[src/rtl/cache_pkg.sv]
// Shared state encoding and default sizes for the direct-mapped cache controller.
package cache_pkg;

   localparam int ADDR_W_DEF = 5;
   localparam int DATA_W_DEF = 32;
   localparam int IDX_W_DEF  = 2;
   localparam int CNT_W_DEF  = 16;

   typedef enum logic [2:0] {
      IDLE   = 3'd0,
      LOOKUP = 3'd1,
      MEM_RD = 3'd2,
      MEM_WR = 3'd3,
      RESP   = 3'd4
   } state_t;

endpackage

[src/rtl/cache_ctrl_if.sv]
// Request/response, backing-RAM and counter signals of the cache controller.
// A request transfers on a rising edge with req_valid & req_ready; resp_valid is a
// one-cycle pulse without back-pressure; mem_* requests stay stable until mem_ack.
interface cache_ctrl_if import cache_pkg::*; #(
   parameter int ADDR_W = ADDR_W_DEF,
   parameter int DATA_W = DATA_W_DEF,
   parameter int CNT_W  = CNT_W_DEF
) ();

   logic              req_valid;
   logic              req_ready;
   logic              req_wr;
   logic [ADDR_W-1:0] req_addr;
   logic [DATA_W-1:0] req_wdata;
   logic              resp_valid;
   logic [DATA_W-1:0] resp_rdata;
   logic              resp_hit;
   logic              flush;
   logic              mem_en;
   logic              mem_wr;
   logic [ADDR_W-1:0] mem_addr;
   logic [DATA_W-1:0] mem_wdata;
   logic [DATA_W-1:0] mem_rdata;
   logic              mem_ack;
   logic [CNT_W-1:0]  hit_cnt;
   logic [CNT_W-1:0]  miss_cnt;

   modport slave (
      input  req_valid, req_wr, req_addr, req_wdata, flush, mem_rdata, mem_ack,
      output req_ready, resp_valid, resp_rdata, resp_hit,
             mem_en, mem_wr, mem_addr, mem_wdata, hit_cnt, miss_cnt
   );

   modport master (
      output req_valid, req_wr, req_addr, req_wdata, flush, mem_rdata, mem_ack,
      input  req_ready, resp_valid, resp_rdata, resp_hit,
             mem_en, mem_wr, mem_addr, mem_wdata, hit_cnt, miss_cnt
   );

endinterface

[src/rtl/cache_lines.sv]
// Tag/valid/data storage for a direct-mapped cache: asynchronous read by index,
// one write port that fills a whole line, and a flush that clears every valid bit.
module cache_lines import cache_pkg::*; #(
   parameter int ADDR_W = ADDR_W_DEF,
   parameter int DATA_W = DATA_W_DEF,
   parameter int IDX_W  = IDX_W_DEF
) (
   input  logic                    clk,
   input  logic                    rst,
   input  logic [IDX_W-1:0]        rd_idx,
   output logic                    rd_valid,
   output logic [ADDR_W-IDX_W-1:0] rd_tag,
   output logic [DATA_W-1:0]       rd_data,
   input  logic                    wr_en,
   input  logic [IDX_W-1:0]        wr_idx,
   input  logic [ADDR_W-IDX_W-1:0] wr_tag,
   input  logic [DATA_W-1:0]       wr_data,
   input  logic                    flush_all
);

   localparam int LINES = 1 << IDX_W;
   localparam int TAG_W = ADDR_W - IDX_W;

   logic [LINES-1:0]  valid;
   logic [TAG_W-1:0]  tags  [LINES];
   logic [DATA_W-1:0] lines [LINES];

   // Flush never coincides with a fill; giving it priority keeps the clear absolute.
   always_ff @(posedge clk) begin
      if (rst || flush_all) begin
         valid <= '0;
      end else if (wr_en) begin
         valid[wr_idx] <= 1'b1;
      end
   end

   always_ff @(posedge clk) begin
      if (wr_en) begin
         tags[wr_idx]  <= wr_tag;
         lines[wr_idx] <= wr_data;
      end
   end

   assign rd_valid = valid[rd_idx];
   assign rd_tag   = tags[rd_idx];
   assign rd_data  = lines[rd_idx];

endmodule

[src/rtl/cache_ctrl.sv]
// Direct-mapped, write-through, no-write-allocate cache controller with
// saturating read hit/miss counters and deferred flush.
module cache_ctrl import cache_pkg::*; #(
   parameter int ADDR_W = ADDR_W_DEF,
   parameter int DATA_W = DATA_W_DEF,
   parameter int IDX_W  = IDX_W_DEF,
   parameter int CNT_W  = CNT_W_DEF
) (
   input  logic        clk,
   input  logic        rst,
   cache_ctrl_if.slave bus,
   output state_t      fsm_state
);

   localparam int TAG_W = ADDR_W - IDX_W;

   state_t            state;
   state_t            state_nxt;
   logic [ADDR_W-1:0] addr_q;
   logic [DATA_W-1:0] wdata_q;
   logic              flush_pend;
   logic [CNT_W-1:0]  hit_cnt_q;
   logic [CNT_W-1:0]  miss_cnt_q;
   logic [DATA_W-1:0] rdata_q;
   logic              hit_q;

   logic              accept;
   logic              flush_now;
   logic              line_hit;
   logic [IDX_W-1:0]  idx_q;
   logic [TAG_W-1:0]  tag_q;
   logic              rd_valid;
   logic [TAG_W-1:0]  rd_tag;
   logic [DATA_W-1:0] rd_data;

   logic              line_we;
   logic [DATA_W-1:0] line_wdata;
   logic              resp_ld;
   logic [DATA_W-1:0] resp_rdata_d;
   logic              resp_hit_d;
   logic              hit_inc;
   logic              miss_inc;

   assign idx_q     = addr_q[IDX_W-1:0];
   assign tag_q     = addr_q[ADDR_W-1:IDX_W];
   assign accept    = bus.req_valid && bus.req_ready;
   // A flush seen outside IDLE waits so the in-flight fill/update lands first.
   assign flush_now = (state == IDLE) && (bus.flush || flush_pend);
   assign line_hit  = rd_valid && (rd_tag == tag_q);

   cache_lines #(
      .ADDR_W (ADDR_W),
      .DATA_W (DATA_W),
      .IDX_W  (IDX_W)
   ) u_lines (
      .clk       (clk),
      .rst       (rst),
      .rd_idx    (idx_q),
      .rd_valid  (rd_valid),
      .rd_tag    (rd_tag),
      .rd_data   (rd_data),
      .wr_en     (line_we),
      .wr_idx    (idx_q),
      .wr_tag    (tag_q),
      .wr_data   (line_wdata),
      .flush_all (flush_now)
   );

   always_comb begin
      state_nxt    = state;
      line_we      = 1'b0;
      line_wdata   = wdata_q;
      resp_ld      = 1'b0;
      resp_rdata_d = '0;
      resp_hit_d   = 1'b0;
      hit_inc      = 1'b0;
      miss_inc     = 1'b0;
      case (state)
         IDLE: begin
            if (accept) state_nxt = bus.req_wr ? MEM_WR : LOOKUP;
         end
         LOOKUP: begin
            if (line_hit) begin
               state_nxt    = RESP;
               resp_ld      = 1'b1;
               resp_rdata_d = rd_data;
               resp_hit_d   = 1'b1;
               hit_inc      = 1'b1;
            end else begin
               state_nxt = MEM_RD;
               miss_inc  = 1'b1;
            end
         end
         MEM_RD: begin
            if (bus.mem_ack) begin
               state_nxt    = RESP;
               line_we      = 1'b1;
               line_wdata   = bus.mem_rdata;
               resp_ld      = 1'b1;
               resp_rdata_d = bus.mem_rdata;
            end
         end
         MEM_WR: begin
            // Write-through: refresh the line only when it already holds this address.
            if (bus.mem_ack) begin
               state_nxt = RESP;
               line_we   = line_hit;
               resp_ld   = 1'b1;
            end
         end
         RESP:    state_nxt = IDLE;
         default: state_nxt = IDLE;
      endcase
   end

   always_ff @(posedge clk) begin
      if (rst) begin
         state      <= IDLE;
         flush_pend <= 1'b0;
         hit_cnt_q  <= '0;
         miss_cnt_q <= '0;
         rdata_q    <= '0;
         hit_q      <= 1'b0;
      end else begin
         state <= state_nxt;
         if (state == IDLE) begin
            flush_pend <= 1'b0;
         end else if (bus.flush) begin
            flush_pend <= 1'b1;
         end
         if (resp_ld) begin
            rdata_q <= resp_rdata_d;
            hit_q   <= resp_hit_d;
         end
         if (hit_inc && (hit_cnt_q != '1)) hit_cnt_q <= hit_cnt_q + CNT_W'(1);
         if (miss_inc && (miss_cnt_q != '1)) miss_cnt_q <= miss_cnt_q + CNT_W'(1);
      end
   end

   always_ff @(posedge clk) begin
      if (accept) begin
         addr_q  <= bus.req_addr;
         wdata_q <= bus.req_wdata;
      end
   end

   assign bus.req_ready  = (state == IDLE) && !bus.flush;
   assign bus.resp_valid = (state == RESP);
   assign bus.resp_rdata = rdata_q;
   assign bus.resp_hit   = hit_q;
   assign bus.mem_en     = (state == MEM_RD) || (state == MEM_WR);
   assign bus.mem_wr     = (state == MEM_WR);
   assign bus.mem_addr   = addr_q;
   assign bus.mem_wdata  = wdata_q;
   assign bus.hit_cnt    = hit_cnt_q;
   assign bus.miss_cnt   = miss_cnt_q;
   assign fsm_state      = state;

endmodule

[src/flat_wrapper.sv]
// flat-port wrapper written by rule: the top's interface ports become plain ports
module cache_ctrl_flat import cache_pkg::*;
#(
   parameter int ADDR_W = ADDR_W_DEF,
   parameter int DATA_W = DATA_W_DEF,
   parameter int IDX_W  = IDX_W_DEF,
   parameter int CNT_W  = CNT_W_DEF
)
  (clk, rst, fsm_state, bus_req_valid, bus_req_wr, bus_req_addr, bus_req_wdata, bus_flush, bus_mem_rdata, bus_mem_ack, bus_req_ready, bus_resp_valid, bus_resp_rdata, bus_resp_hit, bus_mem_en, bus_mem_wr, bus_mem_addr, bus_mem_wdata, bus_hit_cnt, bus_miss_cnt);
  cache_ctrl_if #(.ADDR_W(ADDR_W), .DATA_W(DATA_W), .CNT_W(CNT_W)) bus_i ();
  input  logic clk;
  input  logic rst;
  output state_t fsm_state;
  input wire logic [$bits(bus_i.req_valid)-1:0] bus_req_valid;
  input wire logic [$bits(bus_i.req_wr)-1:0] bus_req_wr;
  input wire logic [$bits(bus_i.req_addr)-1:0] bus_req_addr;
  input wire logic [$bits(bus_i.req_wdata)-1:0] bus_req_wdata;
  input wire logic [$bits(bus_i.flush)-1:0] bus_flush;
  input wire logic [$bits(bus_i.mem_rdata)-1:0] bus_mem_rdata;
  input wire logic [$bits(bus_i.mem_ack)-1:0] bus_mem_ack;
  output wire logic [$bits(bus_i.req_ready)-1:0] bus_req_ready;
  output wire logic [$bits(bus_i.resp_valid)-1:0] bus_resp_valid;
  output wire logic [$bits(bus_i.resp_rdata)-1:0] bus_resp_rdata;
  output wire logic [$bits(bus_i.resp_hit)-1:0] bus_resp_hit;
  output wire logic [$bits(bus_i.mem_en)-1:0] bus_mem_en;
  output wire logic [$bits(bus_i.mem_wr)-1:0] bus_mem_wr;
  output wire logic [$bits(bus_i.mem_addr)-1:0] bus_mem_addr;
  output wire logic [$bits(bus_i.mem_wdata)-1:0] bus_mem_wdata;
  output wire logic [$bits(bus_i.hit_cnt)-1:0] bus_hit_cnt;
  output wire logic [$bits(bus_i.miss_cnt)-1:0] bus_miss_cnt;
  assign bus_i.req_valid = bus_req_valid;
  assign bus_i.req_wr = bus_req_wr;
  assign bus_i.req_addr = bus_req_addr;
  assign bus_i.req_wdata = bus_req_wdata;
  assign bus_i.flush = bus_flush;
  assign bus_i.mem_rdata = bus_mem_rdata;
  assign bus_i.mem_ack = bus_mem_ack;
  assign bus_req_ready = bus_i.req_ready;
  assign bus_resp_valid = bus_i.resp_valid;
  assign bus_resp_rdata = bus_i.resp_rdata;
  assign bus_resp_hit = bus_i.resp_hit;
  assign bus_mem_en = bus_i.mem_en;
  assign bus_mem_wr = bus_i.mem_wr;
  assign bus_mem_addr = bus_i.mem_addr;
  assign bus_mem_wdata = bus_i.mem_wdata;
  assign bus_hit_cnt = bus_i.hit_cnt;
  assign bus_miss_cnt = bus_i.miss_cnt;
  cache_ctrl #(.ADDR_W(ADDR_W), .DATA_W(DATA_W), .IDX_W(IDX_W), .CNT_W(CNT_W)) u_core (.clk(clk), .rst(rst), .bus(bus_i), .fsm_state(fsm_state));
endmodule
[config.mk]
export PLATFORM = sky130hd
export DESIGN_NAME = cache_ctrl_flat
export DESIGN_NICKNAME = d
export VERILOG_FILES = /design/src/rtl/cache_pkg.sv /design/src/rtl/cache_ctrl_if.sv /design/src/rtl/cache_lines.sv /design/src/rtl/cache_ctrl.sv /design/src/flat_wrapper.sv
export SDC_FILE = /design/constraint.sdc
export NUM_CORES = 1
export LEC_CHECK = 0
export BUFFER_PORTS_ARGS = -buffer_cell sky130_fd_sc_hd__clkbuf_2
export CAP_MARGIN = 5
export CORE_MARGIN = 8
export CORE_UTILIZATION = 43
export DETAILED_ROUTE_END_ITERATION = 16
export SYNTH_ARGS = -nofsm -noshare
export SYNTH_HDL_FRONTEND = slang
export SYNTH_HIERARCHICAL = 1
export SYNTH_SLANG_ARGS = --single-unit
[constraint.sdc]
create_clock -name clk -period 6.4 [get_ports clk]
set_input_delay 0.64 -clock clk [delete_from_list [all_inputs] [get_ports clk]]
set_output_delay 0.64 -clock clk [all_outputs]
set_load 0.01 [all_outputs]
After elaboration in Yosys (flattened, before gate mapping) --
Memory sizes are Yosys's and may differ from the RTL's. A register that Yosys moved wholly into a read port is not among the register bits. Cells that the tools add are included.
Word-level totals: flip-flop bits (word level) 110, RAM bits 140, input bits 75, output and inout port bits 109, logic and storage cells 66, memories kept 2
Memories:
- u_core.u_lines.lines | depth 4, width 32, rd ports 1, clocked after Yosys merged registers in 1, write ports 1, RTL line cache_lines.sv:26 | logic [DATA_W-1:0] lines [LINES];
- u_core.u_lines.tags | depth 4, width 3, rd ports 1, clocked after Yosys merged registers in 1, write ports 1, RTL line cache_lines.sv:25 | logic [TAG_W-1:0] tags [LINES];
Operators by class: $add $sub $neg 2, $lt $le $gt $ge 2, eq/ne operators 9, mux-type cells 26, bitwise gates (word level) 1, reduce and logical (&&, ||, !) cells 15
Operator list (count):
- 2-to-1 mux 32 bit | 4
- case mux 32 bit (2 select lines) | 1
- adder 16 x 1 -> 16 bit (second input constant) | 2
- != test 16 bit (second input constant) | 2
- 2-to-1 mux 1 bit | 10
- 2-to-1 mux 3 bit | 3
- case mux 3 bit (3 select lines) | 1
- logical AND 1 bit | 7
- == test 3 x 2 -> 1 bit (second input constant) | 2
- 2-to-1 mux 2 bit | 3
- != test 2 x 1 -> 1 bit (second input constant) | 2
- bitwise OR 4 bit | 1
- case mux 1 bit (2 select lines) | 2
- OR reduction 2 bit | 2
- == test 3 x 1 -> 1 bit (second input constant) | 1
- == test 3 bit | 1
- == test 3 bit (second input constant) | 1
- logical NOT 3 bit | 1
- logical OR 1 bit | 3
- < comparator 2 x 3 -> 1 bit (second input constant) | 1
- binary-select mux 1 bit (select 2 bit) | 1
- demux 1 bit (select 2 bit) | 1
- greater-or-equal comparator 2 x 1 -> 1 bit (second input constant) | 1
- AND reduction 2 bit | 1
- logical NOT 1 bit | 1

Depth between registers and ports, before layout --
Gate-level depths: netlist of run 1.
depth after elaboration 7, mapped depth 10, gate-level depth less buffers 6

Modules after synthesis --
The synthesis of run 1 kept the hierarchy.
By module, submodules not included:
- cache_lines | instances 1, cells an instance 197, area each 5273.8 um^2, seq. area each 4284.1 um^2
- cache_ctrl | instances 1, cells an instance 413, area each 4773.3 um^2, seq. area each 2492.4 um^2

Least setup slack after synthesis of run 1 --
OpenSTA, ideal clock, no wires.
path kind register -> register, from reg u_core.addr_q[0] (netlist: u_core/bus.mem_addr[0]), to mem u_core/u_lines/lines[0][0] in the netlist's numbering (enable), library setup time 481 ps, data arrival time 4648 ps, data required time 5919 ps, path slack 1271 ps, stages on the path, launching flop included 8, buffers on the path 2, clock period less this slack 5129 ps, path through edfxtp_1 -> buf_6 -> buf_12 -> mux4_2 -> xnor2_1 -> nand4_1 -> a21oi_1 -> nor3b_1
On the way: word-level cells in the longest chain between the ends 7
Ends and longest elaborated chain:
- from (decl) | RTL line cache_ctrl.sv:19 | logic [ADDR_W-1:0] addr_q;
- from (signal assigned) | RTL line cache_ctrl.sv:142 | addr_q <= bus.req_addr;
- binary-select mux 1 bit (select 2 bit) | RTL line cache_lines.sv:44 | assign rd_valid = valid[rd_idx];
- 2-to-1 mux 1 bit (not written as such) | RTL line cache_lines.sv:44
- logical AND 1 bit | RTL line cache_ctrl.sv:49 | assign line_hit = rd_valid && (rd_tag == tag_q);
- 2-to-1 mux 1 bit | RTL line cache_ctrl.sv:105 | if (bus.mem_ack) begin
- case mux 1 bit (2 select lines) | RTL line cache_ctrl.sv:78 | case (state)
- net u_core.line_we | RTL line cache_ctrl.sv:36 | logic line_we;
- 2-to-1 mux 1 bit | RTL line cache_lines.sv:38 | if (wr_en) begin
- 2-to-1 mux 1 bit (not written as such) | RTL line cache_lines.sv:40 | lines[wr_idx] <= wr_data;
- to (decl) | RTL line cache_lines.sv:26
The timed path passes the listed nets, and every way through them passes these cells. The select of a mux whose other input is x is not followed.

Worst setup path in the final report of run 1 --
from reg u_core.addr_q[0] (netlist: u_core/bus.mem_addr[0]), to reg u_core.rdata_q[0] (netlist: u_core/bus.resp_rdata[0])
On the way: word-level cells in the longest chain between the ends 5, elaborated cells between the ends (all ways) 7, those cells by class 6 x mux; 1 x reduce/logical
Ends and longest elaborated chain:
- binary-select mux 1 bit (select 2 bit) (*) | RTL line cache_lines.sv:44
- 2-to-1 mux 1 bit (not written as such) (*) | RTL line cache_lines.sv:44
- logical AND 1 bit (*) | RTL line cache_ctrl.sv:49
- 2-to-1 mux 32 bit / 2-to-1 mux 1 bit (equally long branches) | RTL line cache_ctrl.sv:83 | if (line_hit) begin
- case mux 32 bit (2 select lines) / case mux 1 bit (2 select lines) (equally long branches) | RTL line cache_ctrl.sv:78
- to (signal assigned) | RTL line cache_ctrl.sv:132 | rdata_q <= resp_rdata_d;
- to (decl) | RTL line cache_ctrl.sv:24 | logic [DATA_W-1:0] rdata_q;
Every way passes the cells marked *; elsewhere a longest branch is shown, timed or not. The select of a mux whose other input is x is not followed. A chain may end at the register's enable or synchronous reset.

==> run metrics, run 1 <==
Static Leak=4.33 nW; Sequential Area=6780 um2; clock skew=0.0121 ns; Port Buffer Count=183; hpwl dp=14,500 um; r2r setup slk=2.65 ns; share of the synthesized area in the top cell type=0.529; Worst-Margin Slew=1.08 ns; number of diodes=0; total routed wirelength=between 20,000 and 25,000 um; largest net degree at the start of global routing=71; H-Tree Depth=1; die area=approximately 29,000 um2; layout cells sized above 1=0.386; area occupied by multi-input gates=3030 um2; initial DRC count=514; Filler cells=roughly 2,000; hold crit path type=in -> reg; CTS Buf Count=26; gr usage total=0.153; Root Driver=clkbuf_16; GRT Residual Overflow=0; minimum clock period=3.75 ns; syn_nets=687; Avg Cell Area, Syn=approximately 16 um2; Setup Fix Bufs, Post-CTS=0; sequential area share after synthesis=0.674; number of synthesized flops with an enable pin=177; most frequent cells after synthesis=177 x edfxtp_1, 73 x dfxtp_1, 71 x nor2_1, 32 x a222oi_1, 30 x mux4_2; clk sinks=250; Final Cycle Share=0.586; core footprint=approximately 23,000 um2; vias per cell=5.36; Min Hold Slack=0.295 ns; crit start category=register; Netlist cell types=61; R2R Path End=u_core/bus.resp_rdata[0]; I/O pin cnt=about 180; TritonCTS clock tree=done; DRC viols=0; Die X-Extent=169 um; routed len/inst=a little under 20 um; power density cells=292 nW/um2; Syn. warnings=6; Sum Neg Setup Slack=0 ns; synthesized cell area=10,000 um2; Synth area leaders=edfxtp_1 53%, dfxtp_1 15%, mux4_2 6.7%; Final Max Tran Viols=0; hold buffers post-CTS=0; PostCTS Resize Cnt=0; antenna viol nets, final=0; Critical Path Source=u_core/bus.mem_addr[0]; vias in the first global route=6,385; type of element capturing the critical path=register; Vert. Die Dim=169 um; Starting Density=0.433; Synth Instances=610; initial antenna violation count=0; Setup Viol. Count Final=0; total iterations of the first detailed-routing run=6; count leader, synth=edfxtp_1; relative slew slack=0.281; clock latency on the worst-skew pair=approximately 0.52 ns; CP Class=reg -> reg; WP data arrival=4.12 ns; FMAX=267 MHz; RSZ-0062 raised after global routing=false; clock buffer depth=3; Net count, final=between 800 and 900; Most used DFF post-synth=edfxtp_1; Worst-path clk slew=0.06 ns; Reg2Reg Depth=7; R2R Path Start=u_core/bus.mem_addr[0]; global-route wire length before repair=34,700 um; status=completed; max_cap viols=0; Hold Vio Cnt, Final=0; cell taking the most area after synthesis=edfxtp_1; Layout area overhead=20.4%; Critical Path RT=about 6.8 ns; peak supply drop=181 uV; # rows=between 50 and 60; worst-path fanout max=37; FF+latch count, synth=250; ys async rst share=0; crit path to=u_core/bus.resp_rdata[0]; routability-driven placement congestion ratio=0.763; via count=6,070
## critical path: stages, from the launching register on
cell	delay (ns)
edfxtp_1	0.41
buf_4	0.42
mux4_1	0.67
xnor2_1	0.36
and4_2	0.93
a21oi_4	0.36
a222oi_1	0.38
nor2_1	0.07
## state kept, by name (all words and copies together), names as in the netlist
signal	flops
u_core/u_lines/lines	128
u_core/bus.mem_wdata	32
u_core/bus.resp_rdata	32
u_core/bus.hit_cnt	16
u_core/bus.miss_cnt	16
u_core/u_lines/tags	12
u_core/bus.mem_addr	5
u_core/u_lines/valid	4
u_core/fsm_state	3
u_core/bus.resp_hit	1
u_core/flush_pend	1
## worst min path at each step
stage | depth (start not counted) | end | start
final | 1 | u_core/bus.mem_wdata[12] | bus_req_wdata[12]
after global routing | 1 | u_core/bus.mem_wdata[12] | bus_req_wdata[12]
after CTS | 1 | u_core/bus.mem_wdata[12] | bus_req_wdata[12]
after detailed placement | 1 | u_core/u_lines/valid[0] | u_core/u_lines/valid[0]
after global placement | 1 | u_core/u_lines/valid[1] | u_core/u_lines/valid[1]
after floorplan | 1 | u_core/u_lines/valid[1] | u_core/u_lines/valid[1]
## cell families (layout without fill, tap and decap cells)
family | after synthesis | in the layout | synth area share
fa+ha+maj | 2 | 2 | 0.00249
compound gates | 74 | 74 | 0.0732
flops | 250 | 250 | 0.674
xor+xnor | 33 | 33 | 0.0288
simple gates | 140 | 140 | 0.0742
buf+inv | 41 | 244 | 0.0260
mux | 70 | 70 | 0.121
## layout by cell type (no fill, tap or decap), types with 3 or more instances in the layout
| cell type | netlist | layout |
|---|---|---|
| a211oi_2 | 5 | 5 |
| xnor2_1 | 26 | 26 |
| dfxtp_1 | 73 | 73 |
| mux2_1 | 5 | 5 |
| and3_1 | 6 | 5 |
| clkbuf_16 | 0 | 27 |
| inv_1 | 6 | 6 |
| nor2_1 | 71 | 70 |
| o21a_1 | 5 | 5 |
| mux4_2 | 30 | 30 |
| nand2_1 | 11 | 11 |
| clkinv_2 | 0 | 4 |
| nand4_1 | 8 | 8 |
| bufinv_16 | 0 | 3 |
| and4_1 | 6 | 5 |
| nor3_1 | 3 | 3 |
| edfxtp_1 | 177 | 177 |
| clkbuf_8 | 0 | 6 |
| a211oi_1 | 4 | 4 |
| a21oi_1 | 6 | 6 |
| mux2_2 | 27 | 27 |
| nand3_1 | 12 | 12 |
| clkbuf_2 | 1 | 183 |
| xor2_1 | 7 | 7 |
| a222oi_1 | 32 | 32 |
| clkbuf_1 | 9 | 5 |
| and2_1 | 6 | 6 |
| buf_4 | 5 | 7 |
| mux4_1 | 6 | 6 |
## report_power, final
part           internal [mW]  switching, mW
clock network          0.959          0.590
registers               1.77         0.0171
logic                 0.0819          0.114
## layer usage
layer,global-route usage,up-vias,share of wire
met5,0,-,0
met4,0.0377,0,0.016
met3,0.0312,27,0.065
met2,0.274,198,0.51
met1,0.185,3045,0.41
li1,-,2800,-
## through the flow
step	worst slack [ns]	cells	power, mW	utilization	area, um2
final	2.65	1132	3.53	0.522	12100
after detailed placement	2.64	1084	2.02	0.483	11200
after floorplan	1.27	610	1.94	-	10000
after global placement	2.86	1084	2.01	0.483	11200
after global routing	2.28	1132	3.65	0.522	12100
after CTS	2.61	1132	3.57	0.522	12100
## area by class of cell
| type | instances | area share |
|---|---|---|
| inverters | 6 | 0.00186 |
| repair buffers | 190 | 0.0800 |
| flip-flops and latches | 250 | 0.560 |
| well taps | 319 | 0.0330 |
| clock inverters | 10 | 0.0103 |
| multi-input cells | 319 | 0.251 |
| clock buffers | 38 | 0.0642 |
Power figures use the tool's default switching activity.
==> run 2, diff against run 1 <==
--- a/config.mk
+++ b/config.mk
@@ -10,6 +10,7 @@
 export CORE_MARGIN = 8
 export CORE_UTILIZATION = 43
 export DETAILED_ROUTE_END_ITERATION = 16
+export PLACE_DENSITY = 0.67
 export SYNTH_ARGS = -nofsm -noshare
 export SYNTH_HDL_FRONTEND = slang
 export SYNTH_HIERARCHICAL = 1
==> constraint.sdc (replaced) <==
create_clock -name clk -period 3 [get_ports clk]
set_input_delay 0.3 -clock clk [delete_from_list [all_inputs] [get_ports clk]]
set_output_delay 0.3 -clock clk [all_outputs]
set_load 0.01 [all_outputs]
==> run metrics, run 2 (synthesized netlist as in run 1, its figures left out) <==
layout cells sized above 1=0.377; setup ws final=around 0.19 ns; placed insts=1,095; Vert. Die Dim=169 um; Worst-Margin Slew=about 0.91 ns; Setup Viol. Count Final=0; Final Cycle Share=0.938; DRC viols=0; max FFs per register=128; # rows=between 50 and 60; worst-path fanout max=36; routed len/inst=20.3 um; Worst-path clk slew=roughly 0.060 ns; clk sinks=250; CTS Buf Count=27; total routed wirelength=24,000 um; die area=between 20,000 and 30,000 um2; Largest Register=u_core/u_lines/lines; Root Driver=clkbuf_16; Die X-Extent=169 um; Net count, final=slightly above 900; max_cap viols=0; I/O pin cnt=184; clock skew=0.00996 ns; total iterations of the first detailed-routing run=6; peak supply drop=453 uV; vias in the first global route=6,340; Port Buffer Count=~180; Non-Filler Instances=around 1,200; RSZ-0062 raised after global routing=false; initial antenna violation count=0; Hold Vio Cnt, Final=0; Total Power=7.63 mW; initial DRC count=between 600 and 700; crit start category=register; hpwl dp=between 15,000 and 20,000 um; vias per cell=5.34; status=completed; Filler cells=roughly 1,900; commonest non-fill, non-tap cell in the layout=clkbuf_2; CP Class=reg -> reg; antenna viol nets, final=0; power density cells=603 nW/um2; Layout area overhead=25.9%; Final Max Tran Viols=0; Sum Neg Setup Slack=0 ns; H-Tree Depth=1; WP data arrival=3.23 ns; placed inst area=about 11,000 um2; TritonCTS clock tree=done; number of diodes=0; minimum clock period=2.81 ns; Static Leak=4.56 nW; largest net degree at the start of global routing=65; pre-CTS setup slack=0.140 ns; Finished Cell Area=around 13,000 um2; clock latency on the worst-skew pair=~0.54 ns; core footprint=23,200 um2; Min Hold Slack=0.0428 ns; via count=between 6,000 and 7,000; global-route wire length before repair=36,000 um; type of element capturing the critical path=register; GRT Residual Overflow=0; commonest cells after routing, fill and taps aside=183 x clkbuf_2, 177 x edfxtp_1, 73 x dfxtp_1; routability-driven placement congestion ratio=about 0.76; FMAX=355 MHz; Critical Path RT=3.41 ns; final design utilization=0.545; relative slew slack=0.393; Starting Density=0.433; gr usage total=0.159; hold crit path type=in -> reg; clock buffer depth=3
-- run 2: cell types whose count changed in the layout (fill, tap and decap cells not counted), moves of 3 or more --
cell	previous run	this run
dlygate4sd3_1	0	37
buf_4	7	14
clkbuf_1	5	12
buf_12	0	4
clkbuf_8	6	2
clkinv_2	4	1
xnor2_1	26	23
xnor2_2	0	3
-- run 2: path summary, 6_finish.rpt --
kind	startpoint	endpoint	slack, ns	depth (start not counted)
setup / recovery	u_core/bus.mem_addr[0]	u_core/bus.hit_cnt[6]	0.19	7
setup reg to reg	u_core/bus.mem_addr[0]	u_core/bus.hit_cnt[6]	0.19	7
hold / removal	bus_mem_rdata[27]	u_core/bus.resp_rdata[27]	0.04	3
hold reg to reg	u_core/u_lines/valid[1]	u_core/u_lines/valid[1]	0.48	1
-- run 2: worst max-delay path: stages (launching register included) --
cell,delay [ns]
edfxtp_1,0.50
mux4_1,0.67
xnor2_2,0.25
and4_2,0.38
buf_4,0.45
o211ai_1,0.21
xnor2_1,0.18
nor2_1,0.05
-- run 2: final cells by class --
type | instances | area (um2) | area share
sequential | 250 | 6780 | 0.536
clock buffer | 41 | 748 | 0.0592
timing repair buffer | 238 | 1470 | 0.116
tap | 319 | 399 | 0.0316
clock inverter | 9 | 145 | 0.0115
inverter | 6 | 22.5 | 0.00178
multi-input combinational | 320 | 3080 | 0.244
-- run 2: layer usage --
layer / vias to the layer above / track usage / wire (um)
li1: 2913 / - / -
met1: 3124 / 0.215 / 10500
met2: 248 / 0.259 / 11300
met3: 30 / 0.0373 / 1830
met4: 0 / 0.0349 / 381
met5: - / 0 / 0
-- run 2: timing repair --
item | in CTS | in global routing
hold endpoints to repair | 37 | 0
hold buffers | 37 | 0
gates resized for setup | 0 | 1
setup buffers | 0 | 0
endpoints found under the setup margin | 0 | 24
-- run 2: power by group --
group / leakage, nW / switching [mW] / total (mW) / internal [mW]
combinational: 1.94 / 0.265 / 0.482 / 0.217
clock: 0.425 / 1.34 / 3.33 / 1.99
sequential: 2.19 / 0.0391 / 3.81 / 3.78
total: 4.56 / 1.64 / 7.63 / 5.99
==> run 3, diff against run 2 <==
--- a/config.mk
+++ b/config.mk
@@ -7,10 +7,13 @@
 export LEC_CHECK = 0
 export BUFFER_PORTS_ARGS = -buffer_cell sky130_fd_sc_hd__clkbuf_2
 export CAP_MARGIN = 5
+export CORE_ASPECT_RATIO = 0.9
 export CORE_MARGIN = 8
 export CORE_UTILIZATION = 43
 export DETAILED_ROUTE_END_ITERATION = 16
+export GPL_TIMING_DRIVEN = 0
 export PLACE_DENSITY = 0.67
+export SLEW_MARGIN = 30
 export SYNTH_ARGS = -nofsm -noshare
 export SYNTH_HDL_FRONTEND = slang
 export SYNTH_HIERARCHICAL = 1
==> run metrics, run 3 (synthesized netlist as in run 1, its figures left out) <==
Starting Density=0.434; Sum Neg Setup Slack=0 ns; Root Driver=clkbuf_16; Setup Viol. Count Final=0; via count=6,538; Layout area overhead=29.5%; hold crit path type=in -> reg; minimum clock period=2.90 ns; Final Max Tran Viols=0; Vert. Die Dim=161 um; layout cells sized above 1=0.400; peak supply drop=504 uV; largest net degree at the start of global routing=24; core footprint=23,100 um2; Filler cells=1,833; antenna viol nets, final=0; CTS Buf Count=27; vias in the first global route=approximately 6,800; max FFs per register=128; GRT Residual Overflow=0; max_cap viols=0; number of diodes=0; clock latency on the worst-skew pair=~0.55 ns; initial DRC count=roughly 630; Net count, final=approximately 960; status=completed; type of element capturing the critical path=register; Worst-path clk slew=0.06 ns; crit-path cells=buf_12 -> buf_12 -> mux4_2 -> xnor2_4 -> nand4_1 -> a21oi_4 -> buf_4 -> and3_4; routed len/inst=20.6 um; Final Cycle Share=0.966; total iterations of the first detailed-routing run=7; Total Power=7.49 mW; clock buffer depth=3; Min Hold Slack=between 0.02 and 0.03 ns; Largest Register=u_core/u_lines/lines; FMAX=345 MHz; Hold Vio Cnt, Final=0; clock skew=~0.019 ns; Worst-Margin Slew=0.908 ns; Max stage delay cell, worst path=mux4_2; H-Tree Depth=1; placed inst area=11,500 um2; TritonCTS clock tree=done; routability-driven placement congestion ratio=between 0.7 and 0.8; DRC viols=0; Die X-Extent=177 um; relative slew slack=0.392; WP data arrival=around 3 ns; final design utilization=0.562; RSZ-0062 raised after global routing=false; commonest cells after routing, fill and taps aside=183 x clkbuf_2, 177 x edfxtp_1, 73 x dfxtp_1; initial antenna violation count=0; Finished Cell Area=13,000 um2; worst-path fanout max=18; vias per cell=5.41; crit start category=register; total routed wirelength=24,900 um; hpwl dp=16,400 um; CP Class=reg -> reg; power density cells=576 nW/um2; clk sinks=250; die area=28,500 um2; commonest non-fill, non-tap cell in the layout=clkbuf_2; # rows=53; Static Leak=4.76 nW; gr usage total=0.172; global-route wire length before repair=38,500 um; critical path's largest stage delay=0.59 ns; most used cell, CP=buf_12; Critical Path RT=3.20 ns; Port Buffer Count=~180; I/O pin cnt=184
==> run 3: cell types whose count changed in the layout (fill, tap and decap cells not counted), sizes merged, moves of 2 or more <==
cell,change
buf,+32
clkinv,+8
clkinvlp,+4
bufinv,-2
==> run 3: timing repair <==
action,in CTS,in global routing
buffers inserted,14,5
pin swaps,4,3
hold endpoints to repair,37,0
hold buffers,37,0
resized for setup,10,3
cloned,2,0
endpoints found under the setup margin,174,92
==> run 3: critical path: cells and delay by family, from the launching register on <==
kind / cells / cell delay, ns
multiplexers: 1 / 0.59
buffers and inverters: 3 / 0.44
XOR/XNOR: 1 / 0.24
flip-flops: 1 / 0.43
AND/OR/NAND/NOR: 2 / 0.60
AO/OA/AOI/OAI: 1 / 0.24
==> run 3: worst paths after layout <==
kind	from	end	slack, ns	cells after the start
setup / recovery	u_core/bus.mem_addr[0]	u_core/u_lines/lines[3][2]	0.10	8
hold reg to reg	u_core/u_lines/valid[0]	u_core/u_lines/valid[0]	0.46	1
hold / removal	bus_mem_rdata[10]	u_core/bus.resp_rdata[10]	0.03	3
setup reg to reg	u_core/bus.mem_addr[0]	u_core/u_lines/lines[3][2]	0.10	8
==> run 3: cell type report <==
| cell class | instances | area (um2) | share of cell area |
|---|---|---|---|
| Sequential cell | 250 | 6780 | 0.521 |
| Multi-Input combinational cell | 321 | 3120 | 0.240 |
| Timing Repair Buffer | 245 | 1600 | 0.123 |
| Clock buffer | 32 | 714 | 0.0549 |
| Tap cell | 302 | 378 | 0.0291 |
| Buffer | 35 | 253 | 0.0194 |
| Clock inverter | 18 | 139 | 0.0107 |
| Inverter | 6 | 22.5 | 0.00173 |
==> run 3: metrics by stage <==
stage / setup WS [ns] / instances
2_1_floorplan: -0.337 / 610
3_3_place_gp: -1.35 / 1095
3_5_place_dp: -0.662 / 1101
4_1_cts: 0.00926 / 1204
5_1_grt: 0.00187 / 1209
6_report: 0.102 / 1209
==> run 3: where the power goes <==
part           internal [mW]  leakage (nW)  switching [mW]
sequential              3.77          2.19          0.0361
combinational          0.250          2.17           0.275
clock                   1.80         0.403            1.36
total                   5.82          4.76            1.67
==> run 3: routing by layer <==
layer | vias up | GRT usage | part of all wire
met2 | 256 | 0.278 | 0.47
met4 | 0 | 0.0416 | 0.019
met1 | 3252 | 0.224 | 0.42
li1 | 3001 | - | -
met5 | - | 0 | 0
met3 | 29 | 0.0490 | 0.091
